`config.mk`:
```
export PLATFORM = sky130hd
export DESIGN_NAME = ysyx_25020042_exec_ctrl
export DESIGN_NICKNAME = d
export VERILOG_FILES = /design/src/rtl/ysyx_25020042_exec_ctrl.sv
export SDC_FILE = /design/constraint.sdc
export NUM_CORES = 1
export LEC_CHECK = 0
export ABC_AREA = 1
export BUFFER_PORTS_ARGS = -buffer_cell sky130_fd_sc_hd__buf_2
export CAP_MARGIN = 25
export CORE_MARGIN = 4
export CORE_UTILIZATION = 49
export CTS_CLUSTER_DIAMETER = 30
export DETAILED_ROUTE_END_ITERATION = 6
export PLACE_DENSITY = 0.81
export SLEW_MARGIN = 20
export SYNTH_ARGS = -nofsm -noshare
export SYNTH_HDL_FRONTEND = slang
export SYNTH_SLANG_ARGS = --single-unit
```
`constraint.sdc`:
```
create_clock -name clk -period 5.9 [get_ports clk]
set_clock_uncertainty 0.2 [all_clocks]
set_input_delay 0.295 -clock clk [delete_from_list [all_inputs] [get_ports clk]]
set_output_delay 0.295 -clock clk [all_outputs]
set_load 0.01 [all_outputs]
```
`src/rtl/ysyx_25020042_exec_ctrl.sv`:
```
// Multi-cycle NPC sequencer: fetch, decode, execute, load access and writeback, one instruction
// at a time. Owns the PC and latches the instruction, load data and writeback result.
module ysyx_25020042_exec_ctrl #(
   parameter int unsigned      WIDTH    = 32,
   parameter logic [WIDTH-1:0] RESET_PC = 32'h8000_0000,
   parameter int unsigned      TIMEOUT  = 255
) (
   input  logic             clk,
   input  logic             rst,
   output logic             ifu_req,
   output logic [WIDTH-1:0] ifu_addr,
   input  logic             ifu_rvalid,
   input  logic [31:0]      ifu_rdata,
   output logic [31:0]      inst,
   input  logic [7:0]       dec_op,
   output logic [7:0]       alu_op,
   output logic [WIDTH-1:0] ram_data,
   input  logic [WIDTH-1:0] alu_out,
   input  logic             alu_jump,
   input  logic [WIDTH-1:0] alu_pc_next,
   output logic             lsu_req,
   output logic [WIDTH-1:0] lsu_addr,
   input  logic             lsu_rvalid,
   input  logic [WIDTH-1:0] lsu_rdata,
   output logic             rf_wen,
   output logic [WIDTH-1:0] rf_wdata,
   output logic [WIDTH-1:0] pc,
   output logic             trap
);

   typedef enum logic [2:0] {
      S_FETCH,
      S_DECODE,
      S_EXEC,
      S_MEM,
      S_WB,
      S_HALT
   } state_t;

   localparam logic [7:0] OP_LOAD     = 8'h03;
   localparam logic [7:0] TIMEOUT_CNT = 8'(TIMEOUT);

   state_t           state, state_d;
   logic [WIDTH-1:0] pc_q;
   logic [31:0]      inst_q;
   logic [WIDTH-1:0] ram_data_q;
   logic [WIDTH-1:0] result_q;
   logic [WIDTH-1:0] lsu_addr_q;
   logic [7:0]       wait_cnt;
   logic             trap_q;
   logic             op_legal;
   logic             wait_expired;

   assign op_legal     = dec_op inside {8'h01, 8'h02, OP_LOAD};
   // A response in the same cycle the counter reaches TIMEOUT still wins over the trap.
   assign wait_expired = (wait_cnt == TIMEOUT_CNT);

   // NOTE: every output and next-state value gets a default before the case so no latch is inferred.
   always_comb begin
      state_d = state;
      ifu_req = 1'b0;
      lsu_req = 1'b0;
      rf_wen  = 1'b0;
      alu_op  = 8'h00;
      case (state)
         S_FETCH: begin
            ifu_req = 1'b1;
            if (ifu_rvalid)        state_d = S_DECODE;
            else if (wait_expired) state_d = S_HALT;
         end
         S_DECODE: state_d = op_legal ? S_EXEC : S_HALT;
         S_EXEC: begin
            alu_op  = dec_op;
            state_d = (dec_op == OP_LOAD) ? S_MEM : S_WB;
         end
         S_MEM: begin
            lsu_req = 1'b1;
            alu_op  = OP_LOAD;
            if (lsu_rvalid)        state_d = S_WB;
            else if (wait_expired) state_d = S_HALT;
         end
         S_WB: begin
            rf_wen  = 1'b1;
            alu_op  = dec_op;
            state_d = S_FETCH;
         end
         S_HALT:  state_d = S_HALT;
         default: state_d = S_HALT;
      endcase
      // Requests stay low for the whole reset interval, not just after the first edge.
      if (rst) begin
         ifu_req = 1'b0;
         lsu_req = 1'b0;
         rf_wen  = 1'b0;
      end
   end

   // NOTE: sequential state uses non-blocking assignments so all registers update from pre-edge values.
   always_ff @(posedge clk or posedge rst) begin
      if (rst) begin
         state      <= S_FETCH;
         pc_q       <= RESET_PC;
         inst_q     <= '0;
         ram_data_q <= '0;
         result_q   <= '0;
         lsu_addr_q <= '0;
         wait_cnt   <= '0;
         trap_q     <= 1'b0;
      end else begin
         state <= state_d;
         case (state)
            S_FETCH: begin
               if (ifu_rvalid)        inst_q   <= ifu_rdata;
               else if (wait_expired) trap_q   <= 1'b1;
               else                   wait_cnt <= wait_cnt + 8'd1;
            end
            S_DECODE: begin
               if (!op_legal) trap_q <= 1'b1;
            end
            S_EXEC: begin
               result_q <= alu_out;
               if (dec_op == OP_LOAD) begin
                  lsu_addr_q <= alu_out;
                  wait_cnt   <= '0;
               end
            end
            S_MEM: begin
               if (lsu_rvalid) begin
                  ram_data_q <= lsu_rdata;
                  result_q   <= lsu_rdata;
               end else if (wait_expired) begin
                  trap_q <= 1'b1;
               end else begin
                  wait_cnt <= wait_cnt + 8'd1;
               end
            end
            S_WB: begin
               pc_q     <= alu_jump ? alu_pc_next : pc_q + WIDTH'(4);
               wait_cnt <= '0;
            end
            default: ;
         endcase
      end
   end

   assign ifu_addr = pc_q;
   assign pc       = pc_q;
   assign inst     = inst_q;
   assign ram_data = ram_data_q;
   assign lsu_addr = lsu_addr_q;
   assign rf_wdata = result_q;
   assign trap     = trap_q;

endmodule

```
==> impl_metrics.py <==
metrics = {
    "floorplanning": {
        "top_level_ports": 345,
        "floorplan.die.height_um": 141,
        "die-area_um2": 19900,
        "core_area_um2": 17300,
        "initial_core_util_pct": 50.1,
        "die_w_um": 141,
        "rows": 48,
    },
    "critical_path": {
        "worst_setup_path_end_kind": "flop",
        "critPathTopFamily": "simple AND/OR/NAND/NOR gates",
        "slowest_cell_delay_on_critical_path_ns": 0.61,
        "worst_setup_path_endpoint": "rf_wdata[22]$_DFFE_PP0P_",
        "crit_path_start": "state[2]$_DFF_PP0_",
        "worstReg2RegEnd": "rf_wdata[22]$_DFFE_PP0P_",
        "critical_path.cell_chain": "inv_2 > nand3_4 > nor2_8 > inv_4 > nand2_4 > nor2_1 > a31oi_1",
        "timing.reg2reg.setup_slack_ns": 2.62,
        "path_buf_inv": 2,
        "criticalPathCategory": "reg -> reg",
        "arrival_ns": 3.41,
        "worst-endpoint-required_ns": 6.04,
        "crit-reg2reg-launch": "state[2]$_DFF_PP0_",
        "critPathSlowestCell": "nor2_8",
        "critPathMaxFanout": 64,
        "r2r_cells": 7,
        "path_depth": 7,
        "crit_path_start_kind": "flop",
    },
    "logic_synthesis": {
        "yosys_warnings": 0,
        "ys_types": 41,
        "ys_ff_latch": 172,
        "synth_area_leaders": "dfrtp_1 (49%), nand2_1 (18%), nor2_1 (5.1%)",
        "synth.cell_area_um2": 8660,
        "synth.avg_cell_area_um2": 8.11,
        "synth_cells": 1068,
        "synth_compound_area_share_pct": 4.97,
        "synth.yosys.seq_area_share_pct": 49.7,
        "synth_top_area_share_pct": 49.4,
        "syn-num-nets": 1211,
        "synth_fa_ha_area_share_pct": 0.289,
        "synthDominantAreaCellType": "dfrtp_1",
        "largest_family_of_logic_cells_by_synthesized_area": "simple AND/OR/NAND/NOR gates",
        "synth_xor_area_share_pct": 0.607,
        "yosys.area_share.simple_pct": 32.1,
        "synthMuxAreaShare_pct": 4.33,
    },
    "power_and_ir_drop": {
        "vdd_ir_drop_max_mv": 0.192,
        "power.static_leakage_uw": 0.00690,
        "power_per_cell_area_nw_per_um2": 210,
    },
    "timing": {
        "fmax_mhz": 305,
        "worst_slew_margin_rel_pct": 32.4,
        "timing.final.setup_violations": 0,
        "postLayoutSetupSlackWorst_ns": 2.62,
        "finalCritPeriodShare_pct": 55.5,
        "rsz0062_at_grt": "no",
        "worst-slew-pin-transition_ns": 1.01,
        "whs_ns": 0.0233,
        "finalMaxSlewViolations": 0,
        "final.setup.tns_ns": 0,
        "finalHoldViolations": 0,
        "min_period_ns": 3.28,
    },
    "layout": {
        "finalNetCount": 1632,
        "syn_to_final_growth_pct": 40.1,
        "final_layout_size_suffix_gt1_share_pct": 29.5,
        "num_antenna_cells": 0,
        "n_fill_cell": 1258,
        "stdcell_count": 1727,
    },
    "detailed_routing": {
        "drc": 0,
        "route.vias.total": 9243,
        "drt.antenna.violating_nets": 0,
        "drt_iter0_markers": 671,
        "vias_per_cell": 5.35,
        "total_iterations_of_the_first_detailed_routing_run": 6,
        "detail_route.wl_per_cell_um": 17.3,
        "postRouteWirelength_um": 29900,
    },
    "cts": {
        "ctsResizeCount": 0,
        "latest_clock_arrival_within_the_worst_skew_pair_ns": 0.43,
        "clock_sink_count": 172,
        "clock_tree.root_cell": "clkbuf_16",
        "ctsHtreeMaxLevel": 4,
        "cts_setup_buffers": 0,
        "clock_pin_slew_on_the_worst_setup_and_hold_paths_ns": 0.08,
        "max-clock-path-buffers": 2,
        "cts_tree": "yes",
        "number_of_buffers_created_by_cts": 17,
    },
    "placement": {
        "gp_congestion": 0.898,
        "detailed_place_hpwl_um": 19200,
        "post_placement_cell_count": 1567,
        "buffer_ports.inserted": 344,
        "pre_cts_ws_ns": 2.78,
    },
    "global_route": {
        "grt_overflow_total": 0,
        "first_pass_grt_wire_length_um": 47100,
        "grt_pass1_vias": 9231,
        "gr-usage-all-layers_pct": 29.7,
        "initial_antenna_violation_count": 1,
        "grt_max_degree": 102,
    },
    "min_path": {
        "classification_of_the_worst_slack_hold_path": "in -> reg",
    },
    "job": {
        "cap_viol_max_count": 0,
    },
    "status": {
        "status": "complete, no violations",
    },
}
==> synth_stat cells <==
| library cell | instances |
|---|---|
| nand2_4 | 3 |
| or2_0 | 1 |
| o22ai_1 | 2 |
| o221a_2 | 1 |
| xor2_1 | 5 |
| o211ai_1 | 4 |
| mux2_4 | 4 |
| nand3_1 | 81 |
| ha_1 | 2 |
| buf_1 | 3 |
| dfstp_2 | 1 |
| nor3b_1 | 2 |
| nand2_8 | 2 |
| clkbuf_1 | 5 |
| buf_6 | 7 |
| inv_1 | 46 |
| a31oi_1 | 33 |
| clkinv_1 | 1 |
| nor3_1 | 1 |
| xnor2_1 | 1 |
| nand2_2 | 4 |
| nand3_4 | 2 |
| inv_4 | 2 |
| inv_6 | 1 |
| inv_2 | 2 |
| nand2_1 | 425 |
| a21oi_1 | 7 |
| buf_4 | 32 |
| or2_2 | 2 |
| mux2_2 | 28 |
| nor2_8 | 2 |
| buf_2 | 27 |
| nor2_2 | 3 |
| o21bai_1 | 2 |
| nand4_1 | 8 |
| a211oi_1 | 4 |
| nor2_1 | 117 |
| dfrtp_1 | 171 |
| o21ai_0 | 18 |
| nor2_4 | 4 |
| nand3b_1 | 2 |
==> timing repair <==
item                                   CTS  global route
endpoints found under the hold margin  257             0
hold buffers                           127             0
setup endpoints to repair                0             0
==> kinds of logic (layout without fill, tap and decap cells) <==
group	after synthesis	in the layout
xor gates and xnor gates	6	6
muxes	32	32
adders and majority gates	2	2
buffers and inverters	126	560
DFF	172	172
AOI/OAI and AO/OA	71	71
and+or+nand+nor	659	659
==> layout by cell type, fill, tap and decap left out, types with 3 or more instances in the layout <==
cell / n
nand2_2: 4
inv_1: 45
nand2_4: 3
nor2_1: 117
o211ai_1: 4
nor2_4: 4
buf_4: 3
dfrtp_1: 171
nand2_1: 425
dlygate4sd3_1: 127
inv_8: 3
mux2_4: 4
o21ai_0: 18
nand3_1: 81
inv_6: 6
a21oi_1: 7
buf_2: 344
clkinv_8: 3
xor2_1: 5
clkbuf_16: 17
nand4_1: 8
a211oi_1: 4
a31oi_1: 33
mux2_2: 28
nor2_2: 3
==> final cells by class <==
type	count	area, um2	area share, %
clock buffers	17	425	3.51
flip-flops and latches	172	4310	35.5
multi-input cells	770	3660	30.2
inverters	52	210	1.73
well taps	225	282	2.32
clock inverters	15	175	1.44
repair buffers	476	3070	25.3
==> flip-flops by register name (all words and copies together), names as in the netlist <==
signal,cells
lsu_addr,32
ifu_addr,32
state,3
wait_cnt,8
inst,32
ram_data,32
rf_wdata,32
trap,1
==> tightest hold or removal path: cells and delay by family <==
kind | cells | cell delay (ns)
AO/OA/AOI/OAI | 2 | 0.19
buffers and inverters | 1 | 0.12
==> worst min path at each step <==
stage	start	endpoint	depth (start not counted)
after floorplan	alu_pc_next[0]	ifu_addr[0]$_DFFE_PP0P_	2
after global placement	trap$_DFFE_PP0P_	trap$_DFFE_PP0P_	2
after detailed placement	trap$_DFFE_PP0P_	trap$_DFFE_PP0P_	2
after CTS	dec_op[0]	state[1]$_DFF_PP0_	3
after global routing	dec_op[0]	state[1]$_DFF_PP0_	3
final	dec_op[0]	state[1]$_DFF_PP0_	3
==> routing by layer <==
metal	global-route usage, %	part of all wire [%]	vias up
met4	15.6	5.0	0
met1	35.2	37	4277
met5	0	0	-
li1	-	-	4219
met3	7.77	9.4	136
met2	49.8	49	611
==> where the power goes <==
part	total, uW	internal, uW	switching, uW	leakage [uW]
Combinational	206	109	97.5	0.00437
Clock	1140	606	531	0.000297
Sequential	1200	1190	8.12	0.00224
==> metrics by stage <==
stage	total power, uW	area (um2)	utilization [%]
global placement	1350	10200	59.0
global route	2630	12100	70.1
detailed placement	1350	10200	59.2
floorplan	1270	8660	-
finish	2540	12100	70.1
CTS	2550	12100	70.0
Power figures use the tool's default switching activity.
